<file path="src/rtl/seg_display_pkg.sv">
// Shared constants for the seven-segment display scheduler: active-low
// segment patterns (a in bit 0 ... g in bit 6), FSM states and digit count.
package seg_display_pkg;

    localparam logic [0:6] SEG0      = 7'b0000001;
    localparam logic [0:6] SEG1      = 7'b1001111;
    localparam logic [0:6] SEG2      = 7'b0010010;
    localparam logic [0:6] SEG3      = 7'b0000110;
    localparam logic [0:6] SEG4      = 7'b1001100;
    localparam logic [0:6] SEG5      = 7'b0100100;
    localparam logic [0:6] SEG6      = 7'b0100000;
    localparam logic [0:6] SEG7      = 7'b0001111;
    localparam logic [0:6] SEG8      = 7'b0000000;
    localparam logic [0:6] SEG9      = 7'b0001100;
    localparam logic [0:6] SEG_BLANK = 7'b1111111;

    localparam int BCD_DIGITS = 4;

    typedef enum logic {
        IDLE = 1'b0,
        SHOW = 1'b1
    } state_e;

endpackage

</file>
<file path="src/rtl/bcd_to_seg7.sv">
// One BCD digit to active-low seven-segment pattern; non-decimal codes blank.
module bcd_to_seg7
    import seg_display_pkg::*;
(
    input  logic [3:0] bcd,
    output logic [0:6] seg
);

    // Digit lookup
    always_comb begin
        seg = SEG_BLANK;
        case (bcd)
            4'd0:    seg = SEG0;
            4'd1:    seg = SEG1;
            4'd2:    seg = SEG2;
            4'd3:    seg = SEG3;
            4'd4:    seg = SEG4;
            4'd5:    seg = SEG5;
            4'd6:    seg = SEG6;
            4'd7:    seg = SEG7;
            4'd8:    seg = SEG8;
            4'd9:    seg = SEG9;
            default: seg = SEG_BLANK;
        endcase
    end

endmodule

</file>
<file path="src/rtl/hex_display_scheduler.sv">
// Round-robin sharing of the HEX7..HEX4 bank between two BCD requesters;
// each accepted word is held for DWELL_CYCLES before the next grant.
module hex_display_scheduler
    import seg_display_pkg::*;
#(
    parameter int DWELL_CYCLES = 50_000_000
) (
    input  logic        CLOCK_50,
    input  logic        RESET,
    input  logic        REQ0_VALID,
    input  logic [15:0] REQ0_DATA,
    output logic        REQ0_READY,
    input  logic        REQ1_VALID,
    input  logic [15:0] REQ1_DATA,
    output logic        REQ1_READY,
    output logic        OWNER,
    output logic        BUSY,
    output logic [0:6]  HEX7,
    output logic [0:6]  HEX6,
    output logic [0:6]  HEX5,
    output logic [0:6]  HEX4
);

    // A dwell of one cycle still needs a one-bit counter.
    localparam int CNT_W = (DWELL_CYCLES > 1) ? $clog2(DWELL_CYCLES) : 1;
    localparam logic [CNT_W-1:0] CNT_LOAD = CNT_W'(DWELL_CYCLES - 1);

    state_e           state_q, state_d;
    logic [15:0]      disp_q, disp_d;
    logic             owner_q, owner_d;
    logic             last_q, last_d;
    logic [CNT_W-1:0] cnt_q, cnt_d;
    logic [1:0]       grant;
    logic [0:6]       seg [BCD_DIGITS];

    // Arbiter: on a tie the requester not served last wins (bit 0 = req 0).
    always_comb begin
        grant = 2'b00;
        if ((state_q == IDLE) && !RESET) begin
            if (REQ0_VALID && REQ1_VALID) begin
                grant = last_q ? 2'b01 : 2'b10;
            end else begin
                grant = {REQ1_VALID, REQ0_VALID};
            end
        end else begin
            grant = 2'b00;
        end
    end

    assign REQ0_READY = grant[0];
    assign REQ1_READY = grant[1];

    // Next-state logic: accept on grant, then count the dwell down to zero
    always_comb begin
        state_d = state_q;
        disp_d  = disp_q;
        owner_d = owner_q;
        last_d  = last_q;
        cnt_d   = cnt_q;
        case (state_q)
            IDLE: begin
                if (grant != 2'b00) begin
                    disp_d  = grant[1] ? REQ1_DATA : REQ0_DATA;
                    owner_d = grant[1];
                    last_d  = grant[1];
                    cnt_d   = CNT_LOAD;
                    state_d = SHOW;
                end else begin
                    state_d = IDLE;
                end
            end
            SHOW: begin
                if (cnt_q == {CNT_W{1'b0}}) begin
                    state_d = IDLE;
                end else begin
                    cnt_d = cnt_q - 1'b1;
                end
            end
            default: state_d = IDLE;
        endcase
    end

    // State and datapath registers
    always_ff @(posedge CLOCK_50) begin
        if (RESET) begin
            state_q <= IDLE;
            disp_q  <= 16'hFFFF;
            owner_q <= 1'b0;
            last_q  <= 1'b1;
            cnt_q   <= {CNT_W{1'b0}};
        end else begin
            state_q <= state_d;
            disp_q  <= disp_d;
            owner_q <= owner_d;
            last_q  <= last_d;
            cnt_q   <= cnt_d;
        end
    end

    for (genvar i = 0; i < BCD_DIGITS; i++) begin : g_digit
        bcd_to_seg7 u_dec (
            .bcd (disp_q[4*i +: 4]),
            .seg (seg[i])
        );
    end

    assign HEX4  = seg[0];
    assign HEX5  = seg[1];
    assign HEX6  = seg[2];
    assign HEX7  = seg[3];
    assign OWNER = owner_q;
    assign BUSY  = (state_q == SHOW);

endmodule

</file>
<file path="config.mk">
export PLATFORM = sky130hd
export DESIGN_NAME = hex_display_scheduler
export DESIGN_NICKNAME = d
export VERILOG_FILES = /design/src/rtl/seg_display_pkg.sv /design/src/rtl/bcd_to_seg7.sv /design/src/rtl/hex_display_scheduler.sv
export SDC_FILE = /design/constraint.sdc
export NUM_CORES = 1
export LEC_CHECK = 0
export ABC_AREA = 0
export CORE_UTILIZATION = 27
export CTS_CLUSTER_DIAMETER = 150
export DETAILED_ROUTE_END_ITERATION = 8
export SLEW_MARGIN = 20
export SYNTH_ARGS = -nofsm -noshare
export SYNTH_HDL_FRONTEND = slang
export SYNTH_HIERARCHICAL = 1
export SYNTH_SLANG_ARGS = --single-unit
</file>
<file path="constraint.sdc">
create_clock -name CLOCK_50 -period 5.3 [get_ports CLOCK_50]
set_input_delay 0.795 -clock CLOCK_50 [delete_from_list [all_inputs] [get_ports CLOCK_50]]
set_output_delay 0.795 -clock CLOCK_50 [all_outputs]
set_load 0.01 [all_outputs]
</file>
==> metrics, run 1 <==
status finished clean; WP data arrival 2.44 ns; post_cts resized 0; GRT Util Overall 13.38%; post-place instance area 3908 µm²; post-synthesis mux area share 0.3194%; CP max FO 3; DP HPWL 5.877 mm; htree depth 2; Cell Chain, Critical Path clkdlybuf4s50_1 > nor2_1 > nand2_1 > a21oi_1 > clkdlybuf4s50_1; Setup TNS 0 ns; async set-reset flop share out of synthesis 0%; Final nets 499; initial antenna violation count 0; post-synthesis xor/xnor area fraction 4.471%; part of the cycle the worst path needs 61.13%; pre-CTS WS 2.016 ns; unrepaired setup endpoints after global routing false; CTS Buf Count 5; Post-Synthesis Cell Area 3134 µm²; clock share of power 29.3%; Avg Cell Area, Syn 8.183 µm²; first-pass GRT wire length 12.90 mm; fin area 4054 µm²; Max Root-Sink Buffers 2; Starting Density 28.29%; Die Y 109.7 µm; DRC viols 0; Hold Buf Count CTS 0; # clock sinks 45; Critical Path End Type output pin; hold_ws 0.4878 ns; post-route antenna net violation count 0; Cells after DPL 575; drt wl/cell 13.31 µm; power per cell area 258.5 nW/µm²; CP top delay family buffers and inverters; Synth area leaders dfxtp_1 29%, ha_1 8.4%, o21ai_2 5.6%, a21oi_1 5.3%, nand2_1 5.1%; ANT cells 0; Max Clock Freq 308.7 MHz; WS Path Type input pin to output pin; post-synthesis instance total 383; number of flops mapped to enable cells by yosys 0; vias in the first global route 2749; Yosys cell types 50; Compound-Gate Fraction of Synth Area 25.71%; clock-pin slew on the worst setup and hold paths 0.07 ns; synth cell count leaders 45 x dfxtp_1, 43 x nand2_1, 33 x a21oi_1, 31 x nor2_1, 21 x ha_1; ys flop type dfxtp_1; Net Switching 343.6 µW; Vias per Instance 5.060; Die Area 12040 µm²; top-count cell post-synth dfxtp_1; Hold Crit Class flip-flop to flip-flop; CP startpoint kind input pin; post-CTS setup buffers 0; fin crit period 3.240 ns; worst-margin pin slew 0.5577 ns; top-area cell type share of the netlist area 28.74%; largest family of logic cells by synthesized area simple AND/OR/NAND/NOR gates; IO buf count 67; Synth Area in Adders 8.383%; sequential power share 40.6%; Buf+Inv Stages, Crit Path 2; Yosys warning total 6; Final WS setup 2.060 ns; largest net degree at the start of global routing 41; Pwr Total 1.048 mW; clk_lat worst skew 0.29 ns; final RePlAce weighted congestion 0.8343; worst vdd ir 0.0001287 V; # IOs 68; Root Driver clkbuf_16; Max transition margin 62.30%; final setup vio count 0; Post-Synth Simple-Gate Area 27.19%; Final Skew 0.007097 ns; Slowest-stage cell, CP clkdlybuf4s50_1; sequential area share after synthesis 28.74%; Int Pwr 704.3 µW; synthesized net count 440; Post-Layout Cell Count 583; max incr delay on CP 0.61 ns; max_cap viols 0; Pins Over Slew Limit 0; Worst EP required 4.51 ns; Sw Ratio 32.79%; Final Hold Vio Count 0; Core Util, Final 36.59%; # rows 38; Seq cells post-synth 45; layout cell share with drive strength beyond 1 14.45%; Routed WL 7.762 mm; Area Overhead vs Synth 29.34%; GRT overflow 0; core area 11080 µm²; Detailed Route Iter0 Violations 201; DR pass1 iterations 5; Leak 1.487 nW; CTS tree built; die width 109.7 µm; largest area contributor in the netlist dfxtp_1; via count 2950; most used cell, CP clkdlybuf4s50_1; Comb power frac 30.1%
-- area by class of cell --
class | instances | area (µm²)
clock buffers | 5 | 125.1
clock inverters | 3 | 21.27
fillers | 1177 | 7024
inverters | 15 | 56.30
multi-input cells | 304 | 2074
flip-flops and latches | 45 | 900.9
well taps | 140 | 175.2
repair buffers | 71 | 700.7
-- metal layers --
layer	vias up	GRT usage, %	wire [µm]
met3	7	2.727	430
met5	-	0	0
met2	55	22.64	3620
met1	1382	17.11	3640
met4	0	3.810	71
li1	1506	-	-
-- power by group through the flow --
stage               registers, mW  logic, mW  clock network [mW]
floorplan                   0.407      0.217                   0
global route                0.434      0.350               0.332
detailed placement          0.433      0.316                   0
global placement            0.431      0.312                   0
finish                      0.425      0.315               0.307
CTS                         0.425      0.318               0.316
-- tightest hold or removal path, cell delays in order, from the launching register on --
cell and delay, ns:
dfxtp_1 0.32, nand2b_1 0.07, o21bai_1 0.06
-- worst paths after layout --
path	from	end	slack, ns	cells past startpoint
worst max-delay path	RESET	REQ1_READY	2.06	5
worst min-delay path	OWNER$_SDFFE_PP0P_	OWNER$_SDFFE_PP0P_	0.49	2
worst max register to register	cnt_q[0]$_SDFFE_PP0P_	cnt_q[18]$_SDFFE_PP0P_	3.11	7
worst min register to register	OWNER$_SDFFE_PP0P_	OWNER$_SDFFE_PP0P_	0.49	2
-- flip-flops by register name (all words and copies together), names as in the netlist --
name	cells
last_q	1
cnt_q	26
BUSY	1
OWNER	1
disp_q	16
-- cells by family (layout without fill, tap and decap cells) --
logic type,Yosys count,count (layout)
adder cells (fa/ha/maj),21,21
multiplexers,1,1
AND/OR/NAND/NOR,148,148
flip-flops,45,45
XOR/XNOR,16,16
AO/OA/AOI/OAI,118,118
buffers and inverters,34,94
-- placed cells by master (no fill, tap or decap), drive strengths merged, types with 7 or more instances in the layout --
| master | instances |
|---|---|
| a211oi | 7 |
| a21oi | 34 |
| a221oi | 16 |
| clkdlybuf4s50 | 67 |
| dfxtp | 45 |
| ha | 21 |
| inv | 16 |
| nand2 | 47 |
| nand2b | 20 |
| nor2 | 31 |
| nor3 | 12 |
| nor4 | 7 |
| o21ai | 45 |
| or3 | 7 |
| xnor2 | 11 |
No activity file was read; power rests on OpenSTA's default activity.
==> inputs of run 2 (changes only) <==
==> constraint.sdc (replaced) <==
create_clock -name CLOCK_50 -period 3.2 [get_ports CLOCK_50]
set_input_delay 0.48 -clock CLOCK_50 [delete_from_list [all_inputs] [get_ports CLOCK_50]]
set_output_delay 0.48 -clock CLOCK_50 [all_outputs]
set_load 0.01 [all_outputs]
==> run 2 against run 1 <==
Against the previous run:
- global-route usage increased by 0.32 points
- via count increased by 0.88%
- total power increased by 74%
- worst hold slack got worse by 0.012 ns
- die area unchanged
- worst setup slack got worse by 1.6 ns
- utilization increased by 0.29 points
- highest routed layer unchanged
- critical path type unchanged
==> metrics, run 2 (synthesized netlist as in run 1, its figures left out) <==
Final Skew 0.006390 ns (-0.0007066 ns); GRT overflow 0 (unchanged); GRT Util Overall 13.70% (+0.32 points); post-route antenna net violation count 0 (unchanged); drt wl/cell 13.95 µm (+4.8%); core area 11080 µm² (unchanged); post_cts resized 0 (unchanged); Setup TNS 0 ns (unchanged); R2R setup slack 0.96 ns (-2.15 ns); Leak 1.498 nW (+0.73%); Max Clock Freq 370.1 MHz; initial antenna violation count 0 (unchanged); layout cell share with drive strength beyond 1 14.45% (unchanged); commonest cells after routing, fill and taps aside 67 x clkdlybuf4s50_1, 45 x dfxtp_1, 43 x nand2_1, 33 x a21oi_1, 31 x nor2_1; Routed WL 8.133 mm (+4.8%); Largest register FFs 26 (unchanged); clock-pin slew on the worst setup and hold paths 0.06 ns (about the same); power per cell area 446.6 nW/µm² (+73%); DRC viols 0 (unchanged); first-pass GRT wire length 13.12 mm (+1.7%); post-CTS setup buffers 0 (unchanged); Max Root-Sink Buffers 2 (unchanged); most used cell, CP clkdlybuf4s50_1; largest net degree at the start of global routing 41 (unchanged); via count 2976 (+0.88%); max incr delay on CP 0.63 ns (+0.02 ns); # clock sinks 45 (unchanged); CP startpoint kind input pin; final setup vio count 0 (unchanged); Final nets 499 (unchanged); worst-margin pin slew 0.7756 ns (+0.2179 ns); Critical Path End Type output pin; final RePlAce weighted congestion 0.8037 (-3.7%); CP top delay family buffers and inverters; # IOs 68 (unchanged); part of the cycle the worst path needs 84.43%; ANT cells 0 (unchanged); CP max FO 3 (unchanged); Root Driver clkbuf_16; htree depth 2 (unchanged); commonest non-fill, non-tap cell in the layout clkdlybuf4s50_1; Pins Over Slew Limit 0 (unchanged); CTS Buf Count 5 (unchanged); largest registers cnt_q x26, disp_q x16; WP data arrival 2.22 ns (-0.22 ns); Most flops, register cnt_q; fin crit period 2.702 ns; Max transition margin 48.10% (-14 points); DP HPWL 5.991 mm (+1.9%); Die Area 12040 µm² (unchanged); Hold Buf Count CTS 0 (unchanged); DR pass1 iterations 4 (-1); Final Hold Vio Count 0 (unchanged); Cell Chain, Critical Path clkdlybuf4s50_1 > nor2_1 > nand2_1 > a21oi_1 > clkdlybuf4s50_1; die width 109.7 µm (unchanged); status finished clean; Area Overhead vs Synth 30.38%; # fillers 1155 (-1.9%); unrepaired setup endpoints after global routing false; max_cap viols 0 (unchanged); Vias per Instance 5.105 (+0.88%); Buf+Inv Stages, Crit Path 2 (unchanged); Slowest-stage cell, CP clkdlybuf4s50_1; # rows 38 (unchanged); Die Y 109.7 µm (unchanged); clk_lat worst skew 0.29 ns (about the same); Starting Density 28.29% (unchanged); hold_ws 0.4757 ns (-0.01202 ns); CTS tree built; Worst EP required 2.72 ns (-1.79 ns); IO buf count 67 (unchanged); WS Path Type input pin to output pin; Hold Crit Class flip-flop to flip-flop; Detailed Route Iter0 Violations 171 (-15%); worst vdd ir 0.0002550 V (+98%); vias in the first global route 2794 (+1.6%)
[run 2: changes by cell type in the layout (fill, tap and decap cells not counted), sizes merged]
cell / delta
bufinv: +1
inv: -1
[run 2: layout make-up]
class	count	area [µm²]	area share, %
tap	140	175.2	4.287
timing repair buffer	71	700.7	17.15
clock buffer	5	125.1	3.062
multi-input combinational	304	2082	50.95
sequential	45	900.9	22.05
clock inverter	3	46.29	1.133
inverter	15	56.30	1.378
[run 2: stage by stage]
| stage | power (mW) | utilization, % | instances | setup WS, ns | instance area [µm²] |
|---|---|---|---|---|---|
| after CTS | 1.838 | 36.82 | 583 | 0.5574 | 4079 |
| after global routing | 1.931 | 36.89 | 583 | 0.4107 | 4086 |
| after global placement | 1.231 | 35.27 | 575 | 0.5385 | 3908 |
| final | 1.825 | 36.89 | 583 | 0.4981 | 4086 |
| after floorplan | 1.034 | - | 383 | 1.286 | 3134 |
| after detailed placement | 1.243 | 35.27 | 575 | 0.4775 | 3908 |
[run 2: final timing paths]
kind | depth (start not counted) | to | startpoint
setup / recovery | 5 | REQ0_READY | RESET
hold / removal | 2 | OWNER$_SDFFE_PP0P_ | OWNER$_SDFFE_PP0P_
setup reg to reg | 5 | cnt_q[17]$_SDFFE_PP0P_ | BUSY$_SDFF_PP0_
hold reg to reg | 2 | OWNER$_SDFFE_PP0P_ | OWNER$_SDFFE_PP0P_
[run 2: worst reg2reg max path: cells and delay by family (launching register included)]
kind	cells	cell delay, ns
XOR/XNOR	1	0.17
AND/OR/NAND/NOR	2	0.79
AO/OA/AOI/OAI	2	0.52
flip-flops	1	0.64
[run 2: layer usage]
layer | routed length (µm) | up-vias | track usage [%]
met3 | 444 | 4 | 2.608
met4 | 46 | 0 | 3.333
met5 | 0 | - | 0
met2 | 3813 | 72 | 23.94
li1 | - | 1498 | -
met1 | 3829 | 1402 | 17.25
[run 2: report_power, final]
part | total, mW | internal [mW] | switching (mW)
registers | 0.705 | 0.610 | 0.0954
logic | 0.528 | 0.266 | 0.261
clock network | 0.592 | 0.370 | 0.222
==> variant, RTL diff (settings of run 2) <==
Set the parameter `DWELL_CYCLES` to 200_000_000 (it was 50_000_000).
--- a/src/rtl/hex_display_scheduler.sv
+++ b/src/rtl/hex_display_scheduler.sv
@@ -5,3 +5,3 @@
 #(
-    parameter int DWELL_CYCLES = 50_000_000
+    parameter int DWELL_CYCLES = 200_000_000
 ) (
Check against the original RTL: no difference found for any inputs over 10 cycles, from zero or initial values and one cycle with RESET high; that may be too few to reach the edited logic, so the function may still have changed.
==> variant against run 2 <==
- synthesized area grew 1.7%
- largest power group unchanged
- critical endpoint is now REQ1_READY
- power fell by 5.1%
- worst setup slack worse by 0.066 ns
- sequential cell count increased by 2
- synthesized cell count is 1.6% higher
- wire length is 2.7% lower
- design area rose by 0.70%
- maximum frequency down 2.4%
==> variant: results (changes against run 2) <==
metric;value;unit;change
status;finished, final reports clean;;
layout.nets;507;;+1.6%
yosysSeqAreaShare;0.295;;+0.00771
skew;0.00672;ns;+0.000332 ns
synth_cell_type_count;55;;+10%
r2r_cells;7;;+2
preCtsSetupSlack;0.437;ns;-0.0403 ns
gp_congestion;0.793;;-1.3%
hold_depth;1;;-1
synth_top_cells_by_count;dfxtp_1 (47), nand2_1 (44), nor2_1 (26);;
postSynthAreaPerCell;8.20;sq um;+0.15%
drtIter0Drc;224;;+31%
grt_pass1_vias;2765;;-1.0%
syn_nets;447;;+1.6%
min_path_type;reg -> reg;;
internal-power;1180;uW;-5.1%
grt_pass1_wl;13200;um;+0.79%
reg_top3;cnt_q (28), disp_q (16);;
grt_start_max_net_pins;37;;-9.8%
power_leakage;0.00155;uW;+3.5%
vias_per_cell;5.05;;-1.1%
drive_above_1_share;0.151;;+0.00698
wl_per_cell;13.4;um;-4.2%
gr-usage-all-layers;0.129;;-0.00761
dp_hpwl;5950;um;-0.70%
arrival;2.29;ns;+0.07 ns
final_cells;592;;+1.5%
crit_slowest_cell;clkdlybuf4s50_1;;
yosys-top-cells-area;dfxtp_1 (30%), ha_1 (8.6%), o21ai_2 (5.5%);;
-- variant: cell count changes after synthesis, sizes merged, moves of 4 or more --
cell	change
a21oi	-12
a31oi	+9
nand3	+6
xnor2	-6
nor2	-5
a31o	+4
inv	+4
-- variant: worst max-delay path, delay by kind of cell --
family / cells / cell delay, ns
AOI/OAI and AO/OA: 1 / 0.30
buffers and inverters: 3 / 1.16
and+or+nand+nor: 2 / 0.35
-- variant: power groups by stage --
| stage | Clock, uW | Sequential (uW) | Combinational (uW) |
|---|---|---|---|
| final | 499 | 728 | 506 |
| after global routing | 541 | 739 | 560 |
| after CTS | 514 | 727 | 509 |
| after detailed placement | 0 | 739 | 508 |
| after global placement | 0 | 737 | 499 |
| after floorplan | 0 | 700 | 344 |
-- variant: layer usage --
layer,up-vias,part of all wire,wire (um),track usage
met1,1389,0.48,3790,0.167
met4,0,0.0086,68,0.0293
li1,1529,-,-,-
met3,8,0.041,327,0.0273
met5,-,0,0,0
met2,63,0.47,3720,0.220
-- variant: metrics by stage --
stage / area (sq um) / hold slack (ns)
2_1_floorplan: 3190 / 0.462
3_3_place_gp: 3980 / 0.475
3_5_place_dp: 3980 / 0.473
4_1_cts: 4120 / 0.489
5_1_grt: 4120 / 0.508
6_report: 4120 / 0.488
-- variant: path summary, 6_finish.rpt --
path,from,end,slack (ns)
max,RESET,REQ1_READY,0.43
min,OWNER,OWNER,0.49
max reg2reg,cnt_q[0],cnt_q[25],0.92
min reg2reg,OWNER,OWNER,0.49
-- variant: logic make-up after synthesis --
logic type / count (synthesis) / share of synthesized area
AO/OA/AOI/OAI: 123 / 0.266
XOR/XNOR: 8 / 0.0220
adder cells (fa/ha/maj): 22 / 0.0863
buffers and inverters: 40 / 0.0581
flip-flops: 47 / 0.295
AND/OR/NAND/NOR: 149 / 0.273
-- variant: cell type report --
cell class	instances	area, sq um
clock buffers	5	125
clock inverters	2	13.8
fillers	1161	7350
inverters	20	75.1
multi-input cells	302	2070
flip-flops and latches	47	941
well taps	143	179
repair buffers	73	716
